File: src/rtl/biriscv_div_arbiter_pkg.sv
// Shared definitions for the divider arbiter: FSM state encoding and
// the rd field extractor used for hazard tracking.
package biriscv_div_arbiter_pkg;

  typedef enum logic [1:0] {
    DIVARB_IDLE  = 2'd0,
    DIVARB_BUSY  = 2'd1,
    DIVARB_DRAIN = 2'd2,
    DIVARB_DONE  = 2'd3
  } divarb_state_e;

  localparam int RD_IDX_MSB = 11;
  localparam int RD_IDX_LSB = 7;

  function automatic logic [4:0] rd_idx_r(input logic [31:0] opcode);
    return opcode[RD_IDX_MSB:RD_IDX_LSB];
  endfunction

endpackage

File: src/rtl/biriscv_div_arbiter.sv
// Arbitrates the single out-of-pipe divider between the two issue lanes,
// tracks the pending rd and returns a lane-tagged result; drains on squash.
module biriscv_div_arbiter
  import biriscv_div_arbiter_pkg::*;
#(
  parameter int RESULT_HOLD = 1
) (
  input  logic        clk_i,
  input  logic        rst_i,
  input  logic        req0_i,
  input  logic        req1_i,
  input  logic [31:0] opcode0_i,
  input  logic [31:0] opcode1_i,
  input  logic [31:0] ra0_i,
  input  logic [31:0] rb0_i,
  input  logic [31:0] ra1_i,
  input  logic [31:0] rb1_i,
  input  logic        squash_i,
  output logic        stall0_o,
  output logic        stall1_o,
  output logic        div_valid_o,
  output logic [31:0] div_opcode_o,
  output logic [31:0] div_ra_o,
  output logic [31:0] div_rb_o,
  input  logic        div_complete_i,
  input  logic [31:0] div_result_i,
  output logic        pending_valid_o,
  output logic [4:0]  pending_rd_o,
  output logic        result_valid_o,
  output logic        result_lane_o,
  output logic [4:0]  result_rd_o,
  output logic [31:0] result_o,
  input  logic        result_accept_i
);

  divarb_state_e state_q, state_d;

  logic        div_valid_q,    div_valid_d;
  logic [31:0] div_opcode_q,   div_opcode_d;
  logic [31:0] div_ra_q,       div_ra_d;
  logic [31:0] div_rb_q,       div_rb_d;
  logic        lane_q,         lane_d;
  logic [4:0]  rd_q,           rd_d;
  logic        result_valid_q, result_valid_d;
  logic        result_lane_q,  result_lane_d;
  logic [4:0]  result_rd_q,    result_rd_d;
  logic [31:0] result_q,       result_d;

  // Lane 0 is older, so it always wins the IDLE grant.
  logic [31:0] sel_opcode;
  logic [31:0] sel_ra;
  logic [31:0] sel_rb;

  assign sel_opcode = req0_i ? opcode0_i : opcode1_i;
  assign sel_ra     = req0_i ? ra0_i     : ra1_i;
  assign sel_rb     = req0_i ? rb0_i     : rb1_i;

  always_comb begin
    // NOTE: every signal gets a default before the case, so no path leaves one unassigned and no latch is inferred.
    state_d        = state_q;
    div_valid_d    = 1'b0;
    div_opcode_d   = div_opcode_q;
    div_ra_d       = div_ra_q;
    div_rb_d       = div_rb_q;
    lane_d         = lane_q;
    rd_d           = rd_q;
    result_valid_d = 1'b0;
    result_lane_d  = result_lane_q;
    result_rd_d    = result_rd_q;
    result_d       = result_q;

    unique case (state_q)
      DIVARB_IDLE: begin
        if ((req0_i || req1_i) && !squash_i) begin
          state_d      = DIVARB_BUSY;
          div_valid_d  = 1'b1;
          div_opcode_d = sel_opcode;
          div_ra_d     = sel_ra;
          div_rb_d     = sel_rb;
          lane_d       = ~req0_i;
          rd_d         = rd_idx_r(sel_opcode);
        end
      end
      DIVARB_BUSY: begin
        if (div_complete_i && squash_i) begin
          state_d = DIVARB_IDLE;
        end else if (div_complete_i) begin
          result_d       = div_result_i;
          result_lane_d  = lane_q;
          result_rd_d    = rd_q;
          result_valid_d = 1'b1;
          state_d        = (RESULT_HOLD != 0) ? DIVARB_DONE : DIVARB_IDLE;
        end else if (squash_i) begin
          // The divider cannot be aborted; wait out its completion.
          state_d = DIVARB_DRAIN;
        end
      end
      DIVARB_DRAIN: begin
        if (div_complete_i) state_d = DIVARB_IDLE;
      end
      DIVARB_DONE: begin
        // Squash wins over accept: the result is dropped either way.
        if (result_accept_i || squash_i) state_d = DIVARB_IDLE;
        else result_valid_d = 1'b1;
      end
      default: state_d = DIVARB_IDLE;
    endcase
  end

  // NOTE: payload and result registers are reset too, so every output reads 0 straight out of reset.
  always_ff @(posedge clk_i or posedge rst_i) begin
    if (rst_i) begin
      state_q        <= DIVARB_IDLE;
      div_valid_q    <= 1'b0;
      div_opcode_q   <= '0;
      div_ra_q       <= '0;
      div_rb_q       <= '0;
      lane_q         <= 1'b0;
      rd_q           <= '0;
      result_valid_q <= 1'b0;
      result_lane_q  <= 1'b0;
      result_rd_q    <= '0;
      result_q       <= '0;
    end else begin
      // NOTE: non-blocking so every flop samples the pre-edge value of the others.
      state_q        <= state_d;
      div_valid_q    <= div_valid_d;
      div_opcode_q   <= div_opcode_d;
      div_ra_q       <= div_ra_d;
      div_rb_q       <= div_rb_d;
      lane_q         <= lane_d;
      rd_q           <= rd_d;
      result_valid_q <= result_valid_d;
      result_lane_q  <= result_lane_d;
      result_rd_q    <= result_rd_d;
      result_q       <= result_d;
    end
  end

  assign stall0_o = req0_i & (state_q != DIVARB_IDLE);
  assign stall1_o = req1_i & ((state_q != DIVARB_IDLE) | req0_i);

  assign div_valid_o  = div_valid_q;
  assign div_opcode_o = div_opcode_q;
  assign div_ra_o     = div_ra_q;
  assign div_rb_o     = div_rb_q;

  // A squashed divide in DRAIN must not create a hazard.
  assign pending_valid_o = (state_q == DIVARB_BUSY) || (state_q == DIVARB_DONE);
  assign pending_rd_o    = pending_valid_o ? rd_q : 5'd0;

  assign result_valid_o = result_valid_q;
  assign result_lane_o  = result_lane_q;
  assign result_rd_o    = result_rd_q;
  assign result_o       = result_q;

endmodule

File: config.mk
export PLATFORM = sky130hd
export DESIGN_NAME = biriscv_div_arbiter
export DESIGN_NICKNAME = d
export VERILOG_FILES = /design/src/rtl/biriscv_div_arbiter_pkg.sv /design/src/rtl/biriscv_div_arbiter.sv
export SDC_FILE = /design/constraint.sdc
export NUM_CORES = 1
export LEC_CHECK = 0
export ABC_AREA = 1
export BUFFER_PORTS_ARGS = -buffer_cell sky130_fd_sc_hd__buf_4
export CAP_MARGIN = 30
export CORE_AREA = 4 4 145 147
export DETAILED_ROUTE_END_ITERATION = 8
export DIE_AREA = 0 0 149 151
export GPL_ROUTABILITY_DRIVEN = 0
export SLEW_MARGIN = 20
export SYNTH_ARGS = -nofsm -noshare
export SYNTH_HDL_FRONTEND = slang
export SYNTH_SLANG_ARGS = --single-unit
export TNS_END_PERCENT = 100
File: constraint.sdc
create_clock -name clk_i -period 5.3 [get_ports clk_i]
set_clock_uncertainty 0.1 [all_clocks]
set_input_delay 0.53 -clock clk_i [delete_from_list [all_inputs] [get_ports clk_i]]
set_output_delay 0.53 -clock clk_i [all_outputs]
set_load 0.02 [all_outputs]
== Yosys cells after proc, flatten, opt, wreduce, memory -nomap -nowiden ==
Cells that the tools add are included.
Cells by class
  $add $sub $neg: 0
  $mul: 0
  div/mod/pow operators: 0
  magnitude comparators: 0
  equal/unequal tests: 7
  shift operators: 0
  multiplexer cells: 17
  bitwise logic cells: 5
  reductions and logical operators: 11
Operators by type and width (count)
  32-bit 2-to-1 mux: 3
  2-bit 2-to-1 mux: 6
  2-bit case mux with 4 select lines: 1
  2-bit inequality test, second input constant: 3
  1-bit 2-to-1 mux: 5
  5-bit 2-to-1 mux: 1
  2-bit equality test, second input constant: 2
  4-bit inequality test, second input constant: 1
  4-bit AND reduction: 1
  1-bit logical OR: 3
  3-bit AND reduction: 1
  1-bit AND: 2
  2-bit by 1-bit equality test with 1-bit output, second input constant: 1
  1-bit logical AND: 2
  2-bit zero test: 1
  1-bit inverter: 2
  1-bit case mux with 2 select lines: 1
  2-bit AND reduction: 1
  2-bit nonzero test: 1
  1-bit zero test: 1
  1-bit bitwise OR: 1
Word-level totals
  register bits after elaboration: 144
  latch bits: 0
  bits in writable memories: 0
  ROM bits: 0
  input bits: 231
  output and inout port bits: 144
  logic and storage cells: 51
  memories kept: 0

== Logic depth before layout (Yosys ltp) ==
  depth in word-level cells: 4
  depth in mapped cells: 8
  gate-level depth less buffers: 7

== Worst setup path before layout ==
OpenSTA, ideal clock, no wires.
  path type: input -> output
  start: in req0_i
  end: out stall1_o
  arrival: 1.595 ns
  data required time: 4.670 ns
  slack: 3.075 ns
  stages: 5
  buffers on the path: 3
  cell sequence: buf_2 inv_2 clkbuf_1 buf_2 a21boi_0
On the way
  longest elaborated chain between the ends: 2
Ends and longest elaborated chain
  start, declared: RTL line biriscv_div_arbiter.sv:10  | input logic req0_i,
  1-bit bitwise OR: RTL line biriscv_div_arbiter.sv:141  | assign stall1_o = req1_i & ((state_q != DIVARB_IDLE) | req0_i);
  1-bit AND: RTL line biriscv_div_arbiter.sv:141
  end, declared: RTL line biriscv_div_arbiter.sv:20  | output logic stall1_o,
Every way passes these cells.

== Worst setup path after layout ==
  start: reg state_q[0]
  end: reg div_ra_q[2], in the netlist div_ra_o[2]
On the way
  longest elaborated chain between the ends: 2
Ends and longest elaborated chain
  start, declared: RTL line biriscv_div_arbiter.sv:36  | divarb_state_e state_q, state_d;
  start signal, assigned: RTL line biriscv_div_arbiter.sv:126  | state_q <= state_d;
  2-bit zero test: RTL line biriscv_div_arbiter.sv:72  | unique case (state_q)
  2-bit AND reduction (no source line)
  end signal, assigned: RTL line biriscv_div_arbiter.sv:129  | div_ra_q <= div_ra_d;
  end, declared: RTL line biriscv_div_arbiter.sv:40  | logic [31:0] div_ra_q, div_ra_d;
Every way passes these cells.
A chain may end at the register's enable or synchronous reset.

==> reports/qor.csv <==
stage,metric,value,unit
timing,period utilization,0.4558,
timing,Slew Limit Headroom,0.3824,
setup_path,largest delay contributor family on the critical path,buffers and inverters,
yosys,post-synth cell types,18,
placed_design,placed cells,1341,
timing,min Tclk post-route,2.416,ns
route,Routed wire per std cell,15.76,um
setup_path,r2r setup slk,2.88,ns
setup_path,CP required,5.55,ns
timing,RSZ-0062 raised after global routing,false,
clock_tree,clock buffer depth,2,
grt,Overflow after GRT,0,
yosys,sequential fraction of the synthesis area,0.5386,
setup_path,"critical path, cell by cell",nor2_4 > inv_2 > nor2_4 > inv_2 > buf_4 > nand2_1 > nand2_1,
yosys,share of the synthesized area in the top cell type,0.5386,
layout,"most common cell after layout, fill and taps aside",buf_4,
yosys,Mapped Area,0.006459,mm^2
yosys,warning count from the yosys run,0,
setup_path,nature of the critical path startpoint,flop,
route,Starting DRT DRC Count,254,
grt,first-pass GRT wire length,32950,um
setup_path,crit end category,flop,
route,DR vias,6139,
timing,Final TNS setup,0,ns
placed_design,DP Area,0.009432,mm^2
yosys,Gate Count Post-Synth,740,
setup_path,WS Path Type,flop to flop,
yosys,Mean Syn Cell Area,8.728,um^2
clock_tree,Worst-path clk slew,0.07,ns
placed_design,DP Worst Slack,2.690,ns
yosys,Synth area leader,dfrtp_1,
clock_tree,worst skew pair latency,0.41,ns
setup_path,crit-path max cell delay,0.62,ns
clock_tree,Post-CTS Hold Fix Bufs,0,
placed_design,input/output buffers,374,
timing,worst setup margin,2.884,ns
die,Die Width,149,um
grt,initial antenna violation count,0,
die,IO Pins,375,
clock_tree,Post-CTS Setup Repair Bufs,0,
layout,most frequent cells in the layout,"buf_4 (381), nand2_1 (258), dfrtp_1 (139), or2_2 (91), o211ai_1 (91)",
layout,Layout Cells excl Fill,1373,
route,routed wire length,21640,um
timing,# setup viols final,0,
power,Power Dens Cells,554.0,mW/mm^2
setup_path,Critical path destination,div_ra_o[2],
clock_tree,Resized cells post-CTS,0,
setup_path,Critical Path Source,state_q[0],
clock_tree,CTS Buf Count,17,
power,VDD IR max,0.0002080,V
route,Residual DRC,0,
clock_tree,CTS tree,built,
route,Vias/cell,4.471,
layout,layout cells sized above 1,0.4651,
flow_run,number of max-cap violations,0,
timing,Least-Margin Pin Slew,0.9265,ns
timing,final hold violation count,0,
clock_tree,clk sinks,139,
outcome,outcome,"complete, no violations",
setup_path,WP depth,7,
layout,"Net count, final",1321,
setup_path,Crit Reg-Reg Startpoint,state_q[0],
yosys,Post-Syn Nets,971,
setup_path,slowest cell on the critical path,inv_2,
yosys,synth top area cells,"dfrtp_1 (54%), nand2_1 (15%), o211ai_1 (11%)",
layout,Antenna Cells,0,
route,Routed Antenna Nets,0,
grt,vias in the first global route,6141,
setup_path,reg2reg path depth,7,
clock_tree,CTS root buffer,clkbuf_16,
timing,max frequency,0.4140,GHz
route,Pre-Repair DR Iteration Count,4,
die,Initial Util,0.3244,
grt,largest net degree at the start of global routing,93,
grt,GR Util All Layers,0.1871,
placed_design,DPL Wire Length,16160,um
yosys,Yosys reg bits,139,
clock_tree,# H-tree levels,4,
die,core footprint,0.01991,mm^2
die,Rows,52,
setup_path,"critical path fanouts, max",51,
setup_path,Crit path buffers/inverters,3,
setup_path,Reg2Reg Capture Point,div_ra_o[2],
layout,design area,0.01000,mm^2
layout,Layout area overhead,54.90,%
die,die height,151,um
power,cell leakage power,5.390,nW
die,Die Area,0.02250,mm^2
timing,max-slew violations,0,
hold_path,Hold Crit Class,input port to async pin,
layout,Final Util,0.5025,
setup_path,critical path data arrival time,2.67,ns
-- worst min-delay path by stage --
stage                        to
2_1_floorplan            lane_q
3_3_place_gp   div_opcode_o[19]
3_5_place_dp       div_ra_o[31]
4_1_cts            div_rb_o[24]
5_1_grt            div_rb_o[25]
6_report           div_rb_o[25]
-- logic make-up (layout without fill, tap and decap cells) --
group	after synthesis	after routing	synth area share
buffers and inverters	103	466	0.07013
AOI/OAI and AO/OA	140	140	0.1447
and+or+nand+nor	358	358	0.2466
DFF	139	139	0.5386
-- through the flow --
stage	power, W	hold slack [ns]
2_1_floorplan	0.003200	0.3834
3_3_place_gp	0.004396	0.3633
3_5_place_dp	0.004431	0.3658
4_1_cts	0.005621	0.1941
5_1_grt	0.005917	0.1946
6_report	0.005543	0.1432
-- sequential cells by signal, indices dropped and copies added (netlist names) --
register        cells
div_opcode_o       32
div_ra_o           32
div_rb_o           32
div_valid_o         1
lane_q              1
result_lane_o       1
result_o           32
result_rd_o         5
result_valid_o      1
state_q             2
-- worst reg2reg max path: stages, from the launching register on --
cell	delay, ns
dfrtp_1	0.60
nor2_4	0.11
inv_2	0.10
nor2_4	0.04
inv_2	0.62
buf_4	0.56
nand2_1	0.14
nand2_1	0.09
-- cells in the mapped netlist (all sizes together) --
cell type / number
nand2: 258
dfrtp: 139
o211ai: 91
or2: 91
inv: 52
o21ai: 45
clkbuf: 33
buf: 18
nor2: 5
a21oi: 3
nand3: 3
a21boi: 1
nand4: 1
-- metal layers --
layer,global-route usage,vias to the layer above,part of all wire
met4,0.05858,0,0.019
li1,-,3085,-
met5,0,-,0
met3,0.06044,25,0.076
met1,0.2278,2809,0.40
met2,0.3168,220,0.50
-- final cells by class --
cell class / count / area [um^2]
clock buffers: 17 / 425.4
clock inverters: 15 / 147.6
fillers: 2011 / 9905
inverters: 52 / 200.2
multi-input cells: 498 / 2527
flip-flops and latches: 139 / 3478
well taps: 270 / 337.8
repair buffers: 382 / 2888
-- where the power goes --
group	internal, W	switching (W)
sequential	0.00156	0.000305
clock	0.000662	0.000503
combinational	0.00105	0.00146
total	0.00328	0.00226
Power figures use the tool's default switching activity.
